<file path="src/rtl/sos_pkg.sv">
// Shared definitions for the SOS generator/decoder pair: state encodings,
// the SOS symbol pattern and the default unit timing so both sides agree.
package sos_pkg;

    typedef enum logic [1:0] {
        ST_IDLE  = 2'd0,
        ST_MARK  = 2'd1,
        ST_SPACE = 2'd2
    } sos_state_e;

    // Symbol window: dot = 0, dash = 1, newest symbol at bit 0.
    localparam int             SOS_LEN     = 9;
    localparam logic [8:0]     SOS_PATTERN = 9'b000111000;
    localparam int             SYM_CNT_W   = 4;

    // Default timing, in unit ticks unless noted.
    localparam int UNIT_CYC_DEF  = 50000;  // clock cycles per unit tick
    localparam int DOT_MAX_T_DEF = 150;
    localparam int GLITCH_T_DEF  = 10;
    localparam int GAP_T_DEF     = 700;
    localparam int CNT_W_DEF     = 10;

    // A word is SOS only with exactly nine symbols, no overflow, right pattern.
    function automatic logic is_sos_word(
        input logic [SYM_CNT_W-1:0] cnt,
        input logic                 ovf,
        input logic [SOS_LEN-1:0]   win
    );
        return (cnt == SYM_CNT_W'(SOS_LEN)) && !ovf && (win == SOS_PATTERN);
    endfunction

endpackage

</file>
<file path="src/rtl/sos_unit_tick.sv">
// Unit-tick prescaler: pulses o_tick once every UNIT_CYC clocks and can be
// restarted synchronously so a new mark/space is timed from its first cycle.
module sos_unit_tick
    import sos_pkg::*;
#(
    parameter int UNIT_CYC = UNIT_CYC_DEF
) (
    input  logic i_clk,
    input  logic i_rst_n,
    input  logic i_restart,
    output logic o_tick
);

    localparam int                PRE_W  = (UNIT_CYC > 1) ? $clog2(UNIT_CYC) : 1;
    localparam logic [PRE_W-1:0]  L_LAST = PRE_W'(UNIT_CYC - 1);

    logic [PRE_W-1:0] r_pre;

    // Free-running cycle counter, wrapping at UNIT_CYC-1 or forced to 0 on restart.
    always_ff @(posedge i_clk or negedge i_rst_n) begin
        if (!i_rst_n) begin
            r_pre <= '0;
        end else if (i_restart) begin
            r_pre <= '0;
        end else if (r_pre == L_LAST) begin
            r_pre <= '0;
        end else begin
            r_pre <= r_pre + PRE_W'(1'b1);
        end
    end

    assign o_tick = (r_pre == L_LAST);

endmodule

</file>
<file path="src/rtl/sos_decode_module.sv">
// Morse receiver: times marks and spaces of a keyed line in unit ticks,
// classifies marks as dot/dash and flags a complete "...---..." word.
module sos_decode_module
    import sos_pkg::*;
#(
    parameter int UNIT_CYC  = UNIT_CYC_DEF,
    parameter int DOT_MAX_T = DOT_MAX_T_DEF,
    parameter int GLITCH_T  = GLITCH_T_DEF,
    parameter int GAP_T     = GAP_T_DEF,
    parameter int CNT_W     = CNT_W_DEF
) (
    input  logic CLK,
    input  logic RSTn,
    input  logic Start_Sig,
    input  logic Key_In,
    output logic Sym_Valid,
    output logic Sym_Is_Dash,
    output logic Done_Sig
);

    localparam logic [CNT_W-1:0] L_CNT_MAX = {CNT_W{1'b1}};
    localparam logic [CNT_W-1:0] L_DOT_MAX = CNT_W'(DOT_MAX_T);
    localparam logic [CNT_W-1:0] L_GLITCH  = CNT_W'(GLITCH_T);
    localparam logic [CNT_W-1:0] L_GAP     = CNT_W'(GAP_T);

    logic                 r_key_meta;
    logic                 r_key_s;
    sos_state_e           r_state;
    logic [CNT_W-1:0]     r_tick_cnt;
    logic [SOS_LEN-1:0]   r_window;
    logic [SYM_CNT_W-1:0] r_sym_cnt;
    logic                 r_ovf;
    logic                 r_sym_valid;
    logic                 r_sym_is_dash;
    logic                 r_done;

    logic                 w_tick;
    logic                 w_restart;
    logic [CNT_W-1:0]     w_cnt_next;
    logic                 w_gap;
    logic                 w_is_dash;
    logic                 w_keep_mark;

    sos_unit_tick #(
        .UNIT_CYC (UNIT_CYC)
    ) u_unit_tick (
        .i_clk     (CLK),
        .i_rst_n   (RSTn),
        .i_restart (w_restart),
        .o_tick    (w_tick)
    );

    // Two-flop synchroniser for the asynchronous key line.
    always_ff @(posedge CLK or negedge RSTn) begin
        if (!RSTn) begin
            r_key_meta <= 1'b0;
            r_key_s    <= 1'b0;
        end else begin
            r_key_meta <= Key_In;
            r_key_s    <= r_key_meta;
        end
    end

    // Elapsed-tick count including a tick landing this cycle, plus state-change detect.
    always_comb begin
        w_cnt_next = r_tick_cnt;
        if (w_tick && (r_tick_cnt != L_CNT_MAX)) begin
            w_cnt_next = r_tick_cnt + CNT_W'(1'b1);
        end else begin
            w_cnt_next = r_tick_cnt;
        end
        w_gap       = (w_cnt_next >= L_GAP);
        w_is_dash   = (w_cnt_next > L_DOT_MAX);
        w_keep_mark = (w_cnt_next >= L_GLITCH);
        w_restart   = 1'b0;
        if (!Start_Sig) begin
            w_restart = 1'b1;
        end else begin
            case (r_state)
                ST_IDLE:  w_restart = r_key_s;
                ST_MARK:  w_restart = ~r_key_s;
                ST_SPACE: w_restart = r_key_s | w_gap;
                default:  w_restart = 1'b1;
            endcase
        end
    end

    // Receiver FSM with tick counter, symbol window and registered pulse outputs.
    always_ff @(posedge CLK or negedge RSTn) begin
        if (!RSTn) begin
            r_state       <= ST_IDLE;
            r_tick_cnt    <= '0;
            r_window      <= '0;
            r_sym_cnt     <= '0;
            r_ovf         <= 1'b0;
            r_sym_valid   <= 1'b0;
            r_sym_is_dash <= 1'b0;
            r_done        <= 1'b0;
        end else if (!Start_Sig) begin
            r_state       <= ST_IDLE;
            r_tick_cnt    <= '0;
            r_window      <= '0;
            r_sym_cnt     <= '0;
            r_ovf         <= 1'b0;
            r_sym_valid   <= 1'b0;
            r_sym_is_dash <= 1'b0;
            r_done        <= 1'b0;
        end else begin
            r_sym_valid   <= 1'b0;
            r_sym_is_dash <= 1'b0;
            r_done        <= 1'b0;
            // Any state change restarts timing; otherwise keep counting.
            r_tick_cnt    <= w_restart ? '0 : w_cnt_next;
            case (r_state)
                ST_IDLE: begin
                    r_state <= r_key_s ? ST_MARK : ST_IDLE;
                end
                ST_MARK: begin
                    if (!r_key_s) begin
                        r_state <= ST_SPACE;
                        // Marks shorter than the glitch limit leave no trace.
                        if (w_keep_mark) begin
                            r_sym_valid   <= 1'b1;
                            r_sym_is_dash <= w_is_dash;
                            r_window      <= {r_window[SOS_LEN-2:0], w_is_dash};
                            if (r_sym_cnt == SYM_CNT_W'(SOS_LEN)) begin
                                r_ovf <= 1'b1;
                            end else begin
                                r_sym_cnt <= r_sym_cnt + SYM_CNT_W'(1'b1);
                            end
                        end
                    end else begin
                        r_state <= ST_MARK;
                    end
                end
                ST_SPACE: begin
                    if (w_gap) begin
                        // Word end wins over a simultaneous new mark, which then starts directly.
                        r_done    <= is_sos_word(r_sym_cnt, r_ovf, r_window);
                        r_window  <= '0;
                        r_sym_cnt <= '0;
                        r_ovf     <= 1'b0;
                        r_state   <= r_key_s ? ST_MARK : ST_IDLE;
                    end else if (r_key_s) begin
                        r_state <= ST_MARK;
                    end else begin
                        r_state <= ST_SPACE;
                    end
                end
                default: begin
                    r_state <= ST_IDLE;
                end
            endcase
        end
    end

    assign Sym_Valid   = r_sym_valid;
    assign Sym_Is_Dash = r_sym_is_dash;
    assign Done_Sig    = r_done;

endmodule

</file>
<file path="config.mk">
export PLATFORM = sky130hd
export DESIGN_NAME = sos_decode_module
export DESIGN_NICKNAME = d
export VERILOG_FILES = /design/src/rtl/sos_pkg.sv /design/src/rtl/sos_unit_tick.sv /design/src/rtl/sos_decode_module.sv
export SDC_FILE = /design/constraint.sdc
export NUM_CORES = 1
export LEC_CHECK = 0
export CAP_MARGIN = 10
export CORE_MARGIN = 3
export CORE_UTILIZATION = 61
export DETAILED_ROUTE_END_ITERATION = 8
export PLACE_DENSITY = 0.79
export SETUP_SLACK_MARGIN = 0.2
export SYNTH_ARGS = -nofsm -noshare
export SYNTH_HDL_FRONTEND = slang
export SYNTH_SLANG_ARGS = --single-unit
</file>
<file path="constraint.sdc">
create_clock -name CLK -period 3.8 [get_ports CLK]
set_input_delay 0.57 -clock CLK [delete_from_list [all_inputs] [get_ports CLK]]
set_output_delay 0.57 -clock CLK [all_outputs]
set_load 0.03 [all_outputs]
</file>
After elaboration in Yosys (flattened, before gate mapping)
Cells that the tools add are included.
W data, S select, Z words.

storage, ports and cells
  register bits after elaboration = 47
  input port bits = 4

operators by class
  add/sub/neg operators = 3
  $lt $le $gt $ge = 3
  eq/ne operators = 12
  muxes and demuxes = 40
  bitwise logic cells = 2
  reductions and logical operators = 8

operators by type and width
  operator                 number
  $mux W9                  4
  $mux W16                 2
  $mux W10                 3
  $mux W4                  5
  $mux W1                  18
  $pmux W9 S2              1
  $add A16 B1 Y16 const B  1
  $eq A16 B16 Y1 const B   1
  $ne A3 B3 Y1 const B     5
  $add A10 B1 Y10 const B  1
  $ge A10 B10 Y1 const B   1
  $ge A10 B4 Y1 const B    1
  $gt A10 B8 Y1 const B    1
  $ne A10 B10 Y1 const B   1
  $reduce_and A5 Y1        2
  $eq A9 B6 Y1 const B     1
  $pmux W4 S2              1
  $mux W2                  3
  $pmux W2 S3              1
  $add A4 B1 Y4 const B    1
  $eq A4 B4 Y1 const B     1
  $reduce_and A4 Y1        1
  $logic_and A1 B1 Y1      3
  $ne A3 B1 Y1 const B     1
  other kinds (8)          8

Logic depth before layout (Yosys ltp)
Gate-level depths: netlist of the first run.

  depth after elaboration = 9
  gate-level depth with buffers = 11
  mapped depth without buffers = 9

Cells and area by module
A second synthesis of the first run with hierarchy kept.

unflattened totals
  cells, all modules = 270
  area, all modules = 2620.0 µm²

modules (own cells, without submodules)
  module             instances  cells each  area an instance (µm²)
  sos_decode_module  1          186         1798.0
  sos_unit_tick      1          84          822.0

Least setup slack after synthesis of the first run
Ideal clock, no wire load.

  path kind = reg-to-reg
  start = register u_unit_tick.r_pre[0]
  end = register r_window[7]
  library setup time = 0.122 ns
  arrival = 2.592 ns
  path slack = 1.087 ns
  cell stages (with the launch flop) = 12
  path buffers = 2
  path through = dfrtp_1 -> ha_1 -> and3_1 -> clkbuf_1 -> nand4_2 -> or4_1 -> a31oi_1 -> o2111a_2 -> o21ai_2 -> and2_4 -> buf_4 -> a32o_1

on the way
  cells in the longest elaborated chain, start to end = 6

ends and longest elaborated chain
  element                                                 RTL line                                          RTL
  from (decl)                                             sos_unit_tick.sv:17                               logic [PRE_W-1:0] r_pre;
  from (signal assigned)                                  sos_unit_tick.sv:28                               r_pre <= r_pre + PRE_W'(1'b1);
  $eq A16 B16 Y1 *                                        sos_unit_tick.sv:32                               assign o_tick = (r_pre == L_LAST);
  $logic_and A1 B1 Y1 *                                   sos_decode_module.sv:67                           if (w_tick && (r_tick_cnt != L_CNT_MAX)) begin
  $mux W10 *                                              sos_decode_module.sv:67
  $ge A10 B4 Y1 / $ge A10 B10 Y1 (equally long branches)  sos_decode_module.sv:74, sos_decode_module.sv:72
  $ne A3 B3 Y1 (no source line)                           -
  $reduce_and A4 Y1 (no source line) *                    -
  to (signal assigned)                                    sos_decode_module.sv:125                          r_window <= {r_window[SOS_LEN-2:0], w_is_dash};
  to (decl)                                               sos_decode_module.sv:30                           logic [SOS_LEN-1:0] r_window;

Mark *: on every way between the ends. The rest lies on a longest branch, timed or not.
A chain may end at the register's enable or synchronous reset.

Final worst setup path of the first run
  start = register u_unit_tick.r_pre[5]
  end = register r_sym_cnt[2]

on the way
  cells in the longest elaborated chain, start to end = 6

ends and longest elaborated chain
  element                                                 RTL line                                          RTL
  $eq A16 B16 Y1 *                                        sos_unit_tick.sv:32
  $logic_and A1 B1 Y1 *                                   sos_decode_module.sv:67
  $mux W10 *                                              sos_decode_module.sv:67
  $ge A10 B4 Y1 / $ge A10 B10 Y1 (equally long branches)  sos_decode_module.sv:74, sos_decode_module.sv:72
  $ne A3 B3 Y1 (no source line)                           -
  $reduce_and A5 Y1 (no source line) *                    -
  to (signal assigned)                                    sos_decode_module.sv:129                          r_sym_cnt <= r_sym_cnt + SYM_CNT_W'(1'b1);
  to (decl)                                               sos_decode_module.sv:31                           logic [SYM_CNT_W-1:0] r_sym_cnt;

Marks and branches as above.

==> results of run 1 <==
-- worst max-delay path by stage --
| stage | from | to | slack (ps) | depth (start not counted) |
|---|---|---|---|---|
| global route | u_unit_tick.r_pre[5]$_DFF_PN0_ | r_sym_cnt[2]$_DFFE_PN0P_ | 390 | 8 |
| floorplan | u_unit_tick.r_pre[0]$_DFF_PN0_ | r_window[7]$_DFFE_PN0P_ | 1090 | 11 |
| global placement | u_unit_tick.r_pre[5]$_DFF_PN0_ | r_sym_cnt[2]$_DFFE_PN0P_ | 700 | 8 |
| CTS | u_unit_tick.r_pre[5]$_DFF_PN0_ | r_sym_cnt[2]$_DFFE_PN0P_ | 620 | 8 |
| detailed placement | u_unit_tick.r_pre[5]$_DFF_PN0_ | r_sym_cnt[2]$_DFFE_PN0P_ | 640 | 8 |
| finish | u_unit_tick.r_pre[5]$_DFF_PN0_ | r_sym_cnt[2]$_DFFE_PN0P_ | 600 | 8 |
-- routing by layer --
layer	part of all wire	track usage
met1	0.48	0.3140
met2	0.46	0.3195
met3	0.040	0.04294
met4	0.019	0.08351
met5	0	0
-- layout make-up --
| cell class | count | share of cell area |
|---|---|---|
| clock inverter | 3 | 0.01628 |
| multi-input combinational | 206 | 0.4967 |
| timing repair buffer | 7 | 0.02200 |
| tap | 50 | 0.02200 |
| inverter | 4 | 0.005279 |
| sequential | 47 | 0.4136 |
| clock buffer | 5 | 0.02420 |
-- kinds of logic after synthesis --
logic type	count (synthesis)	synth area share
xor+xnor	18	0.05880
simple gates	123	0.2678
mux	2	0.007933
compound gates	59	0.1736
buf+inv	17	0.03452
fa+ha+maj	4	0.01867
flops	47	0.4386
-- worst max-delay path: cells and delay by family (launching register included) --
kind / cells / cell delay [ps]
simple gates: 3 / 1320
flops: 1 / 450
compound gates: 5 / 1310
-- sequential cells by signal, indices dropped and copies added, names as in the netlist --
signal             cells
r_key_s                1
r_key_meta             1
Done_Sig               1
r_tick_cnt            10
r_window               9
Sym_Is_Dash            1
r_state                2
r_ovf                  1
Sym_Valid              1
r_sym_cnt              4
u_unit_tick.r_pre     16
-- cells in the mapped netlist, drive strengths merged, types with 2 or more instances --
cell type  number  area (um^2)
nand4           5        43.79
xnor2           7        61.31
or4             3        22.52
nor3b           2        15.01
a21o            2        15.01
a31o            2        17.52
a32o            9        90.09
nor4            4        55.05
o21bai          2        15.01
o21ai           8        55.06
nor2           32        122.6
o21a            3        22.52
o31ai           3        22.52
and2            2        15.02
a211oi          2        20.02
nor4b           2        32.53
and3            8        50.05
xor2           11        96.34
ha              4        50.05
nand3           9        45.04
nor2b           2        12.51
or2             3        18.77
dfrtp          47         1176
nand2b          4        25.02
o22ai           2        12.51
buf             9        61.30
a21oi          11        55.05
clkbuf          4        16.26
or3             5        31.28
inv             4        15.01
nand2          22        82.58
and4            3        26.28
a31oi           5        46.29
nor3           14        95.09
-- power by group through the flow --
stage	Clock [uW]	Combinational, uW	Sequential [uW]
after detailed placement	0	42.4	518
after global placement	0	42.3	518
after global routing	400	46.9	509
after floorplan	0	25.4	517
after CTS	381	42.5	508
final	373	41.5	508
-- stage by stage --
stage	power [uW]	util	std cells
after floorplan	542.9	-	270
after global placement	560.5	0.6631	314
after detailed placement	560.8	0.6631	314
after CTS	931.8	0.6911	322
after global routing	955.9	0.6911	322
final	923.0	0.6911	322
==> results.toml, run 1 <==
[run_status]
run_status = "finished, final reports clean"

[cts]
cts_setup_buffers = 0
htree_levels = 2
root_buf_cell = "sky130_fd_sc_hd__clkbuf_8"
holdBufCountCts = 0
numClockSinks = 47
cts_inserted_buffers = 5
clock_tree_from_tritoncts = "yes"
clk_transition_reported_paths_ps = 90
maximum_clock_insertion_buffer_count = 2
clk-insertion-delay-late_ps = 300
post_cts_sizing = 0

[worst_hold_path]
worst_hold_path_class = "flop to flop"
holdPathEnd = "r_key_s$_DFF_PN0_"
worstHoldStart = "r_key_meta$_DFF_PN0_"
worst_hold_path.num_cells = 0

[pwr]
intPower_uw = 714.6
seq_power_share = 0.551
power.leakage_uw = 0.001159
power.ir.vdd_worst_mv = 0.2643
netSwitchingPower_uw = 208.3
combinationalPowerShare = 0.045
p_sw_frac = 0.2257
power_density_nw_per_um2 = 324.5
power_frac_clock = 0.404

[finish]
final_nets = 279
final_common_cell = "sky130_fd_sc_hd__dfrtp_1"
multiInputGateArea_um2 = 1413
layout.area.seq_um2 = 1176
layout_common_cells = "sky130_fd_sc_hd__dfrtp_1 (47), sky130_fd_sc_hd__nor2_1 (31), sky130_fd_sc_hd__nand2_1 (22), sky130_fd_sc_hd__xor2_1 (11), sky130_fd_sc_hd__a21oi_1 (11)"
fill_cells = 320
stdcell_area_um2 = 2844
antenna-diode-count = 0
area_overhead_of_the_layout_relative_to_synthesis_pct = 6.066
post_route_cells_drive_above_1_share = 0.1213

[yosys]
number_of_register_bits_inferred_by_synthesis = 47
yosys.cell_types.count = 63
synth_edf_count = 0
synth-seq-area-share = 0.4386
postSynth.asyncResetShare = 1.000
syn-cell-area_um2 = 2681
syn_nets = 278
mean_cell_area_of_the_mapped_netlist_um2 = 9.931
main_flop_type_after_synthesis = "sky130_fd_sc_hd__dfrtp_1"
synth_cells = 270
yosys_warnings = 0

[drt]
avgRoutedWirePerCell_um = 15.81
vias_per_cell = 6.202
drcViolationCount = 0
firstDrtPassIters = 4
drt-total-wl_um = 5091
drt.antenna.violating_nets = 0
drtIter0Drc = 126
detailroute.via_count = 1997

[global_route]
first_pass_grt_wire_length_um = 8866
first_global_vias = 1862
grtUsageTotal = 0.2162
antenna_found_initial = 0
grt-ovfl-total = 0
maximum_number_of_pins_on_one_net_before_global_route_repair = 48

[worst_setup_path]
endpoint_kind = "flop"
worst_ep_required_time_ps = 4000
cp_slowest_cell = "sky130_fd_sc_hd__or4_1"
path_max_fanout = 16
critical-path-max-stage-delay_ps = 580
setup.worst_path.class = "flop to flop"
crit_chain = "nor4b_4, nand4_2, or4_1, a21o_1, a311o_1, o21ai_4, o32ai_1, a32o_1"
rrSetupSlack_ps = 600
critical_path_arrival_ps = 3400
critical_path.reg2reg.startpoint = "u_unit_tick.r_pre[5]$_DFF_PN0_"
worstSetupStartpointType = "flop"
worstReg2RegEnd = "r_sym_cnt[2]$_DFFE_PN0P_"
r2r.worst_path.cells = 8

[placement]
port_buffers = 6
dpl_worst_slack_ps = 642.8
globalplace.congestion = 0.9259
detailed_place.area_um2 = 2729
place_hpwl_um = 3514

[floorplanning]
i_o_pins = 7
die_x_um = 72.30
fp-row-count = 23
die_area_um2 = 5227
start_util = 0.6516
die_height_um = 72.30
placeableCoreArea_um2 = 4115

[timing]
worst_pin_slew_ps = 1006
finClkSkew_ps = 3.252
maxSlewViolCount = 0
post-route-worst-setup-slack_ps = 599.5
fin_crit_ps = 3200
ratio_of_final_minimum_period_to_clock_period = 0.8422
grt_setup_unrepaired = "false"
relSlewSlack = 0.3296
setup_total_negative_slack_ps = 0
fmaxAchievable_ghz = 0.3125
setup_viol_count_final = 0
final_report_hold_violation_count = 0
hold_ws_ps = 356.8

[flow_run]
max-cap-violations = 0
Note: power is estimated with default switching activity, not from simulation.
==> run 2: changes to the inputs <==
==> constraint.sdc (replaced) <==
create_clock -name CLK -period 3.1 [get_ports CLK]
set_input_delay 0.465 -clock CLK [delete_from_list [all_inputs] [get_ports CLK]]
set_output_delay 0.465 -clock CLK [all_outputs]
set_load 0.03 [all_outputs]
==> run 2 against run 1 <==
Via count grew 11%. Register-to-register slack got worse by 360 ps. Maximum frequency is 12% higher. Power rose by 15%. Count of clock-buffer cells in the layout grew 1. Clock power rose by 3%. Worst hold slack worse by 21 ps. Critical path depth rose by 1. Combinational power is 39% higher. Critical path type unchanged. Critical endpoint is now r_sym_cnt[1]$_DFFE_PN0P_. Largest cell class unchanged. Largest power group unchanged. Highest routed layer unchanged.
==> results.toml, run 2 (synthesis results as in run 1) <==
[drt]
vias_per_cell = 6.443
detailroute.via_count = 2210
firstDrtPassIters = 5
drt-total-wl_um = 5948
drcViolationCount = 0
drtIter0Drc = 301
avgRoutedWirePerCell_um = 17.34
drt.antenna.violating_nets = 0

[floorplanning]
start_util = 0.6516
fp-row-count = 23
placeableCoreArea_um2 = 4115
i_o_pins = 7
die_height_um = 72.30
die_x_um = 72.30
die_area_um2 = 5227

[timing]
fin_crit_ps = 2865
finClkSkew_ps = 6.502
relSlewSlack = 0.3115
setup_viol_count_final = 0
ratio_of_final_minimum_period_to_clock_period = 0.9241
worst_pin_slew_ps = 1033
setup_total_negative_slack_ps = 0
grt_setup_unrepaired = "true"
maxSlewViolCount = 0
final_report_hold_violation_count = 0
hold_ws_ps = 335.3
fmaxAchievable_ghz = 0.3491

[placement]
globalplace.congestion = 0.8548
port_buffers = 6
place_hpwl_um = 3601

[worst_setup_path]
critical-path-max-stage-delay_ps = 460
crit_chain = "nor4b_4, nand4_4, buf_4, or3_1, a311o_1, o21ai_4, buf_6, nor4b_1, a31o_1"
critical_path_buf_inv_count = 2
cp_slowest_cell = "sky130_fd_sc_hd__nor4b_4"
endpoint_kind = "flop"
path_max_fanout = 7
critical_path_arrival_ps = 3060
worst_ep_required_time_ps = 3300
worst_path_dominant_cell_family = "simple AND/OR/NAND/NOR gates"
worstSetupStartpointType = "flop"
setup.worst_path.class = "flop to flop"

[cts]
htree_levels = 2
cts_inserted_buffers = 5
clk_transition_reported_paths_ps = 90
root_buf_cell = "sky130_fd_sc_hd__clkbuf_8"
holdBufCountCts = 0
clk-insertion-delay-late_ps = 310
clock_tree_from_tritoncts = "yes"
maximum_clock_insertion_buffer_count = 2
numClockSinks = 47

[global_route]
antenna_found_initial = 0
grtUsageTotal = 0.2256
grt-ovfl-total = 0
first_global_vias = 1931
maximum_number_of_pins_on_one_net_before_global_route_repair = 48
first_pass_grt_wire_length_um = 9246

[finish]
antenna-diode-count = 0
final_common_cell = "sky130_fd_sc_hd__dfrtp_1"
post_route_cells_drive_above_1_share = 0.2150
area_overhead_of_the_layout_relative_to_synthesis_pct = 14.51
final_nets = 300
layout_common_cells = "sky130_fd_sc_hd__dfrtp_1 (45), sky130_fd_sc_hd__nor2_1 (31), sky130_fd_sc_hd__nand2_1 (22), sky130_fd_sc_hd__buf_4 (14), sky130_fd_sc_hd__xor2_1 (11)"
largest_register_ffs = 16
largest_register = "u_unit_tick.r_pre"
largestRegisters = "u_unit_tick.r_pre: 16 flops, r_tick_cnt: 10 flops, r_window: 9 flops"

[run_status]
run_status = "finished, final reports clean"

[pwr]
power.total_uw = 1065
power_density_nw_per_um2 = 347.0
power.ir.vdd_worst_mv = 0.3122
power.leakage_uw = 0.001237

[worst_hold_path]
worst_hold_path_class = "input pin to async pin"

[flow_run]
max-cap-violations = 0
run 2: changes by cell type in the layout (fill, tap and decap cells not counted), moves of 2 or more:
| cell | before | now |
|---|---|---|
| sky130_fd_sc_hd__nand4_4 | 0 | 2 |
| sky130_fd_sc_hd__buf_6 | 0 | 4 |
| sky130_fd_sc_hd__buf_4 | 1 | 14 |
| sky130_fd_sc_hd__dfrtp_2 | 0 | 2 |
| sky130_fd_sc_hd__dfrtp_1 | 47 | 45 |
run 2: power by group:
part           total, uW  switching [uW]  internal, uW
sequential           624            5.62           618
clock                384             221           162
combinational       57.8            38.5          19.3
total               1070             265           800
run 2: worst paths after layout:
| kind | start | endpoint | slack, ps | depth (start not counted) |
|---|---|---|---|---|
| max reg2reg | u_unit_tick.r_pre[11]$_DFF_PN0_ | r_sym_cnt[1]$_DFFE_PN0P_ | 240 | 9 |
| min in group CLK | r_key_meta$_DFF_PN0_ | r_key_s$_DFF_PN0_ | 370 | 0 |
| max | u_unit_tick.r_pre[11]$_DFF_PN0_ | r_sym_cnt[1]$_DFFE_PN0P_ | 240 | 9 |
| min | RSTn | r_tick_cnt[1]$_DFF_PN0_ | 340 | 1 |
| min reg2reg | r_key_meta$_DFF_PN0_ | r_key_s$_DFF_PN0_ | 370 | 0 |
| max in group asynchronous | RSTn | u_unit_tick.r_pre[4]$_DFF_PN0_ | 2070 | 1 |
run 2: final cells by class:
class                           count  area [um^2]
Multi-Input combinational cell    208         1495
Sequential cell                    47         1179
Fill cell                         289         1045
Timing Repair Buffer               26        230.2
Clock buffer                        6        72.57
Tap cell                           50        62.56
Clock inverter                      2        16.27
Inverter                            4        15.01
run 2: per-stage QoR:
stage | setup slack, ps | cells | util | cell area (um^2)
final | 235.2 | 343 | 0.7461 | 3070
after global routing | 100.3 | 343 | 0.7461 | 3070
after CTS | 204.8 | 332 | 0.7078 | 2913
after detailed placement | 137.3 | 322 | 0.6808 | 2801
after global placement | 212.7 | 322 | 0.6808 | 2801
after floorplan | 386.9 | 270 | - | 2681
run 2: repair_timing:
item,4_1_cts,5_1_grt
pin swaps,2,13
resized for setup,2,17
endpoints found under the hold margin,0,0
buffers inserted,2,8
endpoints found under the setup margin,7,39
gates cloned,0,3
run 2: per-layer routing:
layer	GRT usage	vias up	routed length (um)
met2	0.3347	86	2718
li1	-	1044	-
met5	0	-	0
met1	0.3394	1069	2777
met3	0.04155	11	374
met4	0.06263	0	78
==> run 3: changes to the inputs <==
--- a/config.mk
+++ b/config.mk
@@ -7,9 +7,9 @@
 export LEC_CHECK = 0
 export CAP_MARGIN = 10
 export CORE_MARGIN = 3
-export CORE_UTILIZATION = 61
+export CORE_UTILIZATION = 65
 export DETAILED_ROUTE_END_ITERATION = 8
-export PLACE_DENSITY = 0.79
+export PLACE_DENSITY = 0.83
 export SETUP_SLACK_MARGIN = 0.2
 export SYNTH_ARGS = -nofsm -noshare
 export SYNTH_HDL_FRONTEND = slang
==> constraint.sdc (replaced) <==
create_clock -name CLK -period 3.55 [get_ports CLK]
set_input_delay 0.5325 -clock CLK [delete_from_list [all_inputs] [get_ports CLK]]
set_output_delay 0.5325 -clock CLK [all_outputs]
set_load 0.03 [all_outputs]
==> run 3 against run 2 <==
Critical path depth shrank 1. Combinational power shrank 22%. First-iteration DRC count shrank 7.3%. Critical endpoint is now r_sym_cnt[2]$_DFFE_PN0P_. Largest cell class unchanged. Largest power group unchanged.
==> results.toml, run 3 (synthesis results as in run 1) <==
[pwr]
power.ir.vdd_worst_mv = 0.3106
power.leakage_uw = 0.001144
power_density_nw_per_um2 = 337.1
power.total_uw = 962.8

[timing]
finClkSkew_ps = 3.450
ratio_of_final_minimum_period_to_clock_period = 0.8821
worst_pin_slew_ps = 996.3
fin_crit_ps = 3131
hold_ws_ps = 352.7
relSlewSlack = 0.3358
setup_viol_count_final = 0
grt_setup_unrepaired = "false"
final_report_hold_violation_count = 0
maxSlewViolCount = 0
setup_total_negative_slack_ps = 0
fmaxAchievable_ghz = 0.3193

[finish]
area_overhead_of_the_layout_relative_to_synthesis_pct = 6.533
largest_register_ffs = 16
post_route_cells_drive_above_1_share = 0.1245
largest_register = "u_unit_tick.r_pre"
final_nets = 281
antenna-diode-count = 0
largestRegisters = "u_unit_tick.r_pre: 16 flops, r_tick_cnt: 10 flops, r_window: 9 flops"
final_common_cell = "sky130_fd_sc_hd__dfrtp_1"
layout_common_cells = "sky130_fd_sc_hd__dfrtp_1 (47), sky130_fd_sc_hd__nor2_1 (31), sky130_fd_sc_hd__nand2_1 (22), sky130_fd_sc_hd__xor2_1 (11), sky130_fd_sc_hd__a21oi_1 (11)"
finalNonFillerCells = 321

[floorplanning]
i_o_pins = 7
die_height_um = 70.23
placeableCoreArea_um2 = 3826
die_area_um2 = 4932
die_x_um = 70.23
fp-row-count = 22
start_util = 0.7008

[worst_hold_path]
worst_hold_path_class = "flop to flop"
worst_hold_path.num_cells = 0
holdPathEnd = "r_key_s$_DFF_PN0_"
worstHoldStart = "r_key_meta$_DFF_PN0_"

[placement]
place.detailed.instances = 313
place_hpwl_um = 3590
globalplace.congestion = 0.8280
port_buffers = 6

[drt]
detailroute.via_count = 2075
firstDrtPassIters = 4
drt-total-wl_um = 5227
vias_per_cell = 6.464
avgRoutedWirePerCell_um = 16.28
drcViolationCount = 0
drt.antenna.violating_nets = 0
drtIter0Drc = 279

[worst_setup_path]
critical-path-max-stage-delay_ps = 530
path_max_fanout = 16
setup.worst_path.class = "flop to flop"
worstSetupStartpointType = "flop"
worst_path_dominant_cell_family = "compound AO/OA/AOI/OAI gates"
crit_chain = "nor4b_4, nand4_4, or4_1, a21o_1, a311o_1, o21ai_4, o32ai_1, a32o_1"
critical_path_buf_inv_count = 0
cp_slowest_cell = "sky130_fd_sc_hd__or4_1"
critical_path.reg2reg.startpoint = "u_unit_tick.r_pre[5]$_DFF_PN0_"
worstReg2RegEnd = "r_sym_cnt[2]$_DFFE_PN0P_"
worst_ep_required_time_ps = 3740
endpoint_kind = "flop"
critical_path_arrival_ps = 3320
rrSetupSlack_ps = 420
r2r.worst_path.cells = 8

[global_route]
first_global_vias = 1909
grtUsageTotal = 0.2314
antenna_found_initial = 0
first_pass_grt_wire_length_um = 9177
maximum_number_of_pins_on_one_net_before_global_route_repair = 48
grt-ovfl-total = 0

[cts]
numClockSinks = 47
maximum_clock_insertion_buffer_count = 2
root_buf_cell = "sky130_fd_sc_hd__clkbuf_8"
clock_tree_from_tritoncts = "yes"
holdBufCountCts = 0
clk_transition_reported_paths_ps = 80
htree_levels = 2
cts_inserted_buffers = 5
clk-insertion-delay-late_ps = 300

[run_status]
run_status = "finished, final reports clean"

[flow_run]
max-cap-violations = 0
-- run 3: changes by cell type in the layout (fill, tap and decap cells not counted), sizes merged --
| cell | delta |
|---|---|
| bufinv | +1 |
| buf | -17 |
| and2 | -1 |
| nand4 | -1 |
| inv | -1 |
| clkbuf | -1 |
-- run 3: metrics by stage --
stage | utilization | instance area, um^2 | setup slack (ps)
floorplan | - | 2681 | 836.9
finish | 0.7466 | 2856 | 418.5
detailed placement | 0.7145 | 2734 | 331.5
global route | 0.7466 | 2856 | 202.1
CTS | 0.7423 | 2840 | 303.5
global placement | 0.7145 | 2734 | 473.7
-- run 3: how the worst max path moves through the flow --
stage | start | to | slack [ps] | depth (start not counted)
2_1_floorplan | u_unit_tick.r_pre[0]$_DFF_PN0_ | r_window[7]$_DFFE_PN0P_ | 840 | 11
3_3_place_gp | u_unit_tick.r_pre[5]$_DFF_PN0_ | r_sym_cnt[2]$_DFFE_PN0P_ | 470 | 8
3_5_place_dp | u_unit_tick.r_pre[5]$_DFF_PN0_ | r_sym_cnt[2]$_DFFE_PN0P_ | 330 | 8
4_1_cts | u_unit_tick.r_pre[5]$_DFF_PN0_ | r_sym_cnt[2]$_DFFE_PN0P_ | 300 | 8
5_1_grt | r_tick_cnt[0]$_DFF_PN0_ | u_unit_tick.r_pre[11]$_DFF_PN0_ | 200 | 10
6_report | u_unit_tick.r_pre[5]$_DFF_PN0_ | r_sym_cnt[2]$_DFFE_PN0P_ | 420 | 8
-- run 3: worst reg2reg max path, delay by kind of cell, from the launching register on --
| kind | cells | cell delay [ps] |
|---|---|---|
| AOI/OAI and AO/OA | 5 | 1320 |
| DFF | 1 | 460 |
| and+or+nand+nor | 3 | 1230 |
-- run 3: layout make-up --
| class | instances | area (um^2) |
|---|---|---|
| multi-input cells | 206 | 1421 |
| clock buffers | 5 | 68.82 |
| clock inverters | 2 | 37.54 |
| well taps | 48 | 60.06 |
| inverters | 4 | 15.01 |
| flip-flops and latches | 47 | 1176 |
| fillers | 267 | 969.7 |
| repair buffers | 9 | 77.57 |
-- run 3: repair_timing --
action / CTS / global route
resized for setup: 0 / 1
endpoints found under the setup margin: 0 / 39
buffers inserted: 0 / 1
-- run 3: power by group --
group	total [uW]	leakage (uW)	switching, uW	internal, uW
registers	544	0.000649	4.08	540
clock network	374	0.0000502	168	206
logic	44.9	0.000445	32.2	12.8
-- run 3: routing by layer --
| layer | track usage | routed length [um] |
|---|---|---|
| met5 | 0 | 0 |
| met4 | 0.06809 | 34 |
| met3 | 0.05899 | 183 |
| met2 | 0.3222 | 2364 |
| met1 | 0.3533 | 2645 |
